## src/rtl/muldiv_hilo_ctrl.sv

```systemverilog
// HI/LO write sequencer: iterative shift-add multiply and restoring divide,
// arbitrated against MTHI/MTLO direct writes, with EX-stage stall generation.
module muldiv_hilo_ctrl #(
  parameter int ITER = 32
) (
  input  logic        clk_i,
  input  logic        rst_i,
  input  logic        start_i,
  input  logic [1:0]  op_i,
  input  logic [31:0] opa_i,
  input  logic [31:0] opb_i,
  input  logic        flush_i,
  input  logic        mthi_we_i,
  input  logic        mtlo_we_i,
  input  logic [31:0] mt_data_i,
  output logic        stall_req_o,
  output logic        busy_o,
  output logic        hi_we_o,
  output logic        lo_we_o,
  output logic [31:0] hi_wdata_o,
  output logic [31:0] lo_wdata_o
);
  localparam int CW = $clog2(ITER);

  typedef enum logic [1:0] {IDLE, MUL, DIV, DONE} state_e;

  state_e        state_q, state_d;
  logic [CW-1:0] cnt_q, cnt_d;
  logic [63:0]   acc_q, acc_d;   // {hi, lo}: product, or {rem, quot}
  logic [31:0]   b_q, b_d;       // multiplicand or divisor
  logic          neg_lo_q, neg_lo_d, neg_hi_q, neg_hi_d;
  logic          mthi_q, mthi_d, mtlo_q, mtlo_d;

  logic        sgn, accept, last, ge;
  logic [31:0] abs_a, abs_b;
  logic [32:0] msum, drem, dsub;
  logic [63:0] mul_nx, mul_fix, div_nx, div_fix;

  assign sgn    = ~op_i[0];
  assign abs_a  = (sgn && opa_i[31]) ? -opa_i : opa_i;
  assign abs_b  = (sgn && opb_i[31]) ? -opb_i : opb_i;
  assign accept = (state_q == IDLE) && start_i && !flush_i;
  assign last   = (cnt_q == CW'(ITER - 1));

  // Multiply step: conditional add into upper half keeps its carry, then shift right.
  assign msum    = {1'b0, acc_q[63:32]} + {1'b0, (acc_q[0] ? b_q : 32'd0)};
  assign mul_nx  = {msum, acc_q[31:1]};
  assign mul_fix = neg_lo_q ? -mul_nx : mul_nx;

  // Divide step: the shifted remainder needs 33 bits to compare against the divisor.
  assign drem    = acc_q[63:31];
  assign ge      = (drem >= {1'b0, b_q});
  assign dsub    = drem - {1'b0, b_q};
  assign div_nx  = {(ge ? dsub[31:0] : drem[31:0]), acc_q[30:0], ge};
  assign div_fix = {(neg_hi_q ? -div_nx[63:32] : div_nx[63:32]),
                    (neg_lo_q ? -div_nx[31:0]  : div_nx[31:0])};

  always_comb begin
    state_d  = state_q;
    cnt_d    = cnt_q;
    acc_d    = acc_q;
    b_d      = b_q;
    neg_lo_d = neg_lo_q;
    neg_hi_d = neg_hi_q;
    mthi_d   = 1'b0;
    mtlo_d   = 1'b0;
    case (state_q)
      IDLE: begin
        if (start_i && !flush_i) begin
          cnt_d    = '0;
          neg_lo_d = sgn && (opa_i[31] ^ opb_i[31]);
          neg_hi_d = op_i[1] ? (sgn && opa_i[31]) : (sgn && (opa_i[31] ^ opb_i[31]));
          if (!op_i[1]) begin
            acc_d   = {32'd0, abs_b};
            b_d     = abs_a;
            state_d = MUL;
          end else if (opb_i == 32'd0) begin
            acc_d   = {opa_i, 32'hFFFF_FFFF};
            state_d = DONE;
          end else begin
            acc_d   = {32'd0, abs_a};
            b_d     = abs_b;
            state_d = DIV;
          end
        end else if (!start_i) begin
          mthi_d = mthi_we_i;
          mtlo_d = mtlo_we_i;
          if (mthi_we_i || mtlo_we_i) acc_d = {mt_data_i, mt_data_i};
        end
      end
      MUL: begin
        acc_d = last ? mul_fix : mul_nx;
        cnt_d = cnt_q + 1'b1;
        if (last) state_d = DONE;
      end
      DIV: begin
        acc_d = last ? div_fix : div_nx;
        cnt_d = cnt_q + 1'b1;
        if (last) state_d = DONE;
      end
      DONE:    state_d = IDLE;
      default: state_d = IDLE;
    endcase
    if (flush_i && state_q != IDLE) state_d = IDLE;
  end

  always_ff @(posedge clk_i or negedge rst_i) begin
    if (!rst_i) begin
      state_q  <= IDLE;
      cnt_q    <= '0;
      acc_q    <= '0;
      b_q      <= '0;
      neg_lo_q <= 1'b0;
      neg_hi_q <= 1'b0;
      mthi_q   <= 1'b0;
      mtlo_q   <= 1'b0;
    end else begin
      state_q  <= state_d;
      cnt_q    <= cnt_d;
      acc_q    <= acc_d;
      b_q      <= b_d;
      neg_lo_q <= neg_lo_d;
      neg_hi_q <= neg_hi_d;
      mthi_q   <= mthi_d;
      mtlo_q   <= mtlo_d;
    end
  end

  // Stall drops in DONE so the instruction leaves EX on the edge its result lands.
  assign stall_req_o = (accept && rst_i) ||
                       ((state_q == MUL || state_q == DIV) && !flush_i);
  assign busy_o      = (state_q != IDLE);
  assign hi_we_o     = ((state_q == DONE) && !flush_i) || mthi_q;
  assign lo_we_o     = ((state_q == DONE) && !flush_i) || mtlo_q;
  assign hi_wdata_o  = acc_q[63:32];
  assign lo_wdata_o  = acc_q[31:0];
endmodule

```

## config.mk

```make
export PLATFORM = sky130hd
export DESIGN_NAME = muldiv_hilo_ctrl
export DESIGN_NICKNAME = d
export VERILOG_FILES = /design/src/rtl/muldiv_hilo_ctrl.sv
export SDC_FILE = /design/constraint.sdc
export NUM_CORES = 1
export LEC_CHECK = 0
export CELL_PAD_IN_SITES_DETAIL_PLACEMENT = 1
export CELL_PAD_IN_SITES_GLOBAL_PLACEMENT = 2
export CORE_MARGIN = 5
export CORE_UTILIZATION = 36
export CTS_CLUSTER_DIAMETER = 30
export CTS_CLUSTER_SIZE = 14
export DETAILED_ROUTE_END_ITERATION = 7
export PLACE_DENSITY_LB_ADDON = 0.1
export SETUP_SLACK_MARGIN = 0.2
export SKIP_CTS_REPAIR_TIMING = 1
export SYNTH_ARGS = -nofsm -noshare
export SYNTH_HDL_FRONTEND = slang
export SYNTH_SLANG_ARGS = --single-unit
export TNS_END_PERCENT = 10
```

## constraint.sdc

```tcl
create_clock -name clk_i -period 13 [get_ports clk_i]
set_input_delay 1.95 -clock clk_i [delete_from_list [all_inputs] [get_ports clk_i]]
set_output_delay 1.95 -clock clk_i [all_outputs]
set_load 0.03 [all_outputs]
```

==> run summary <==
Final number of hold-violating endpoints - 0
Top delay family on crit path - compound AO/OA/AOI/OAI gates
Sequential share of the synthesized area - 17.6%
Peak VDD IR - 0.129 mV
HPWL after DPL - 61700 um
Max FO, Critical Path - 27
Area occupied by multi-input gates - 11600 um2
Syn nets - 2342
Post-synthesis cell type count - 94
H-Tree Depth - 3
I/O Pins - 172
Number of synthesized register bits - 107
TritonCTS Buffers - 9
DRC violations left - 0
Seq. cell area - 2680 um2
Worst path required time - 13280 ps
Asr flop ratio synth - 100%
CTS root buf - clkbuf_16
Reg-to-reg startpoint - acc_q[38]$_DFFE_PN0P_
Yosys top cell area share - 17.6%
Clk_lat worst skew - 400 ps
Multiplexer share of the synthesized area - 1.79%
Synth Area in XOR/XNOR - 12.2%
CTS tree - built
Number of flops mapped to enable cells by yosys - 0
RSZ-0062 raised after global routing - no
Synth Area in Adders - 6.52%
Final design utilization - 41.7%
Cell Chain, Critical Path - ha_1, nand2_1, o21ai_0, a221oi_1, a2111oi_1, or2_1, buf_4, inv_2, mux2i_1, ha_1, o21ai_0, nor4_1, o21ai_1, nor4_1, nand3b_1, mux2i_1, a21oi_1, a221oi_1
Min-delay src - b_q[23]$_DFFE_PN0P_
Core Footprint - 41900 um2
Slew Viols, Final - 0
Longest Clk Path Bufs - 2
Largest family of logic cells by synthesized area - compound AO/OA/AOI/OAI gates
First-pass GRT wire length - 115000 um
Vias in the first global route - 17600
Total number of vias - 17500
Layout cell share with drive strength beyond 1 - 3.92%
Routed len/inst - 28.0 um
Synth top cells by count - 245 x nand2_1, 242 x a21oi_1, 194 x nor2_1
Dominant cells by area after synthesis - dfrtp_1 18%, a21oi_1 8.0%, xnor2_1 7.4%
Initial antenna violation count - 11
Clk sinks - 107
Cell with the most instances after synthesis - nand2_1
GRT overflow - 0
Worst setup margin - 6610 ps
Worst Path Arrival - 6680 ps
Die X - 215 um
Status - finished clean
Prevailing post-synth register cell - dfrtp_1
Total power - 6.05 mW
Final setup violation count - 0
Die H - 215 um
IO Port Bufs - 171
Fmax - 0.156 GHz
First-pass DRT Iterations - 5
Period utilization - 49.2%
Syn. warnings - 0
Slowest-stage cell, CP - a2111oi_1
Worst Setup End Kind - flop
Vias per cell - 6.33
Cells after Synth - 2160
Pre-CTS setup slack - 6500 ps
Complex-gate fraction of the synthesized area - 33.3%
Relative slew slack - 24.4%
CP Launch Type - flop
Area grow syn2layout - 14.8%
Max cap viols - 0
GRT Resource Usage Total - 32.2%
CP Buf/Inv Count - 2
Static leakage - 6.86 nW
Global placement routability congestion - 0.933
Initial drt markers - 1407
Die area - 46400 um2
Worst Tran Pin Value - 1130 ps
Worst setup path startpoint - acc_q[38]$_DFFE_PN0P_
Largest area contributor in the netlist - dfrtp_1
Crit path time final - 6390 ps
Cell Pwr Density - 347 nW/um2
Worst-path clk slew - 90 ps
Nets@finish - 2397
Setup Skew - 20.8 ps
Largest net degree at the start of global routing - 76
Min-delay worst type - reg -> reg
Initial core utilization - 36.3%
Post-Syn Area - 15200 um2
Filler cell count - 5322
Worst Setup Path Type - reg -> reg
Total negative slack - 0 ps
ANT nets after route - 0
Cell row count - 75
Syn_area_per_cell - 7.04 um2
Max stage delay on crit path - 920 ps
DRT Wirelength - 77400 um
Simple-Gate Fraction of Synth Area - 22.5%
[layer usage]
metal | GRT usage, % | vias up | wire length, um
met4 | 12.0 | 14 | 3140
met1 | 43.7 | 8749 | 34300
met3 | 5.04 | 109 | 4790
met5 | 0 | - | 95
li1 | - | 8038 | -
met2 | 51.8 | 578 | 35100
[kinds of logic after synthesis]
group / after synthesis
simple gates: 722
compound gates: 789
flops: 107
buf+inv: 225
mux: 27
fa+ha+maj: 78
xor+xnor: 212
[power breakdown]
part,leakage (nW),switching [mW],internal [mW]
registers,1.33,0.298,0.501
clock network,0.146,0.161,0.138
logic,5.39,3.24,1.71
[worst min-delay path, cell delays in order, from the launching register on]
cell     delay (ps)
dfrtp_1         340
nand2_1          50
o21ai_0          60
[path summary, 6_finish.rpt]
kind | to | slack [ps] | depth (start not counted)
max | acc_q[62]$_DFFE_PN0P_ | 6610 | 18
min | b_q[23]$_DFFE_PN0P_ | 480 | 2
max reg2reg | acc_q[62]$_DFFE_PN0P_ | 6610 | 18
min reg2reg | b_q[23]$_DFFE_PN0P_ | 480 | 2
max in group asynchronous | b_q[25]$_DFFE_PN0P_ | 9950 | 2
min in group asynchronous | cnt_q[0]$_DFFE_PN0P_ | 1620 | 1
[stage by stage]
step | hold slack [ps] | cell area [um2] | cells
after global routing | 506 | 17400 | 2759
after CTS | 487 | 17400 | 2759
after global placement | 460 | 17200 | 2743
after detailed placement | 470 | 17200 | 2743
final | 478 | 17400 | 2761
after floorplan | 450 | 15200 | 2160
[layout by cell type (no fill, tap or decap), types with 8 or more instances in the layout]
master,count
dfrtp_1,107
mux2i_1,25
a21boi_0,13
xnor2_1,128
nor3_1,62
nor4_1,22
and3_1,17
a211oi_1,38
ha_1,74
nor2b_1,14
a221oi_1,44
o21ai_0,179
nand2b_1,20
nand4_1,23
a21oi_1,242
nand2_1,245
o21a_1,10
a2111oi_0,10
o31ai_1,50
a31oi_1,34
inv_1,72
a21o_1,29
xor2_1,84
clkdlybuf4s50_1,169
nand3_1,32
a22oi_1,15
clkbuf_16,9
or2_2,13
and2_1,15
or3_1,16
buf_4,24
o221ai_1,10
o31a_1,8
nor2_1,194
o211ai_1,20
a22o_1,15
[registers in the layout, indices dropped and copies added (netlist names)]
signal    flops
neg_hi_q      1
b_q          32
cnt_q         5
acc_q        64
neg_lo_q      1
state_q       2
mtlo_q        1
mthi_q        1
[final cells by class]
type                    count  share of cell area (%)
multi-input cells        1828                    66.7
flip-flops and latches    107                    15.3
repair buffers            194                    10.8
well taps                 539                    3.87
clock buffers              10                    1.37
inverters                  75                    1.61
clock inverters             6                   0.265
diodes                      2                  0.0287
(Power assumes the default switching activity.)
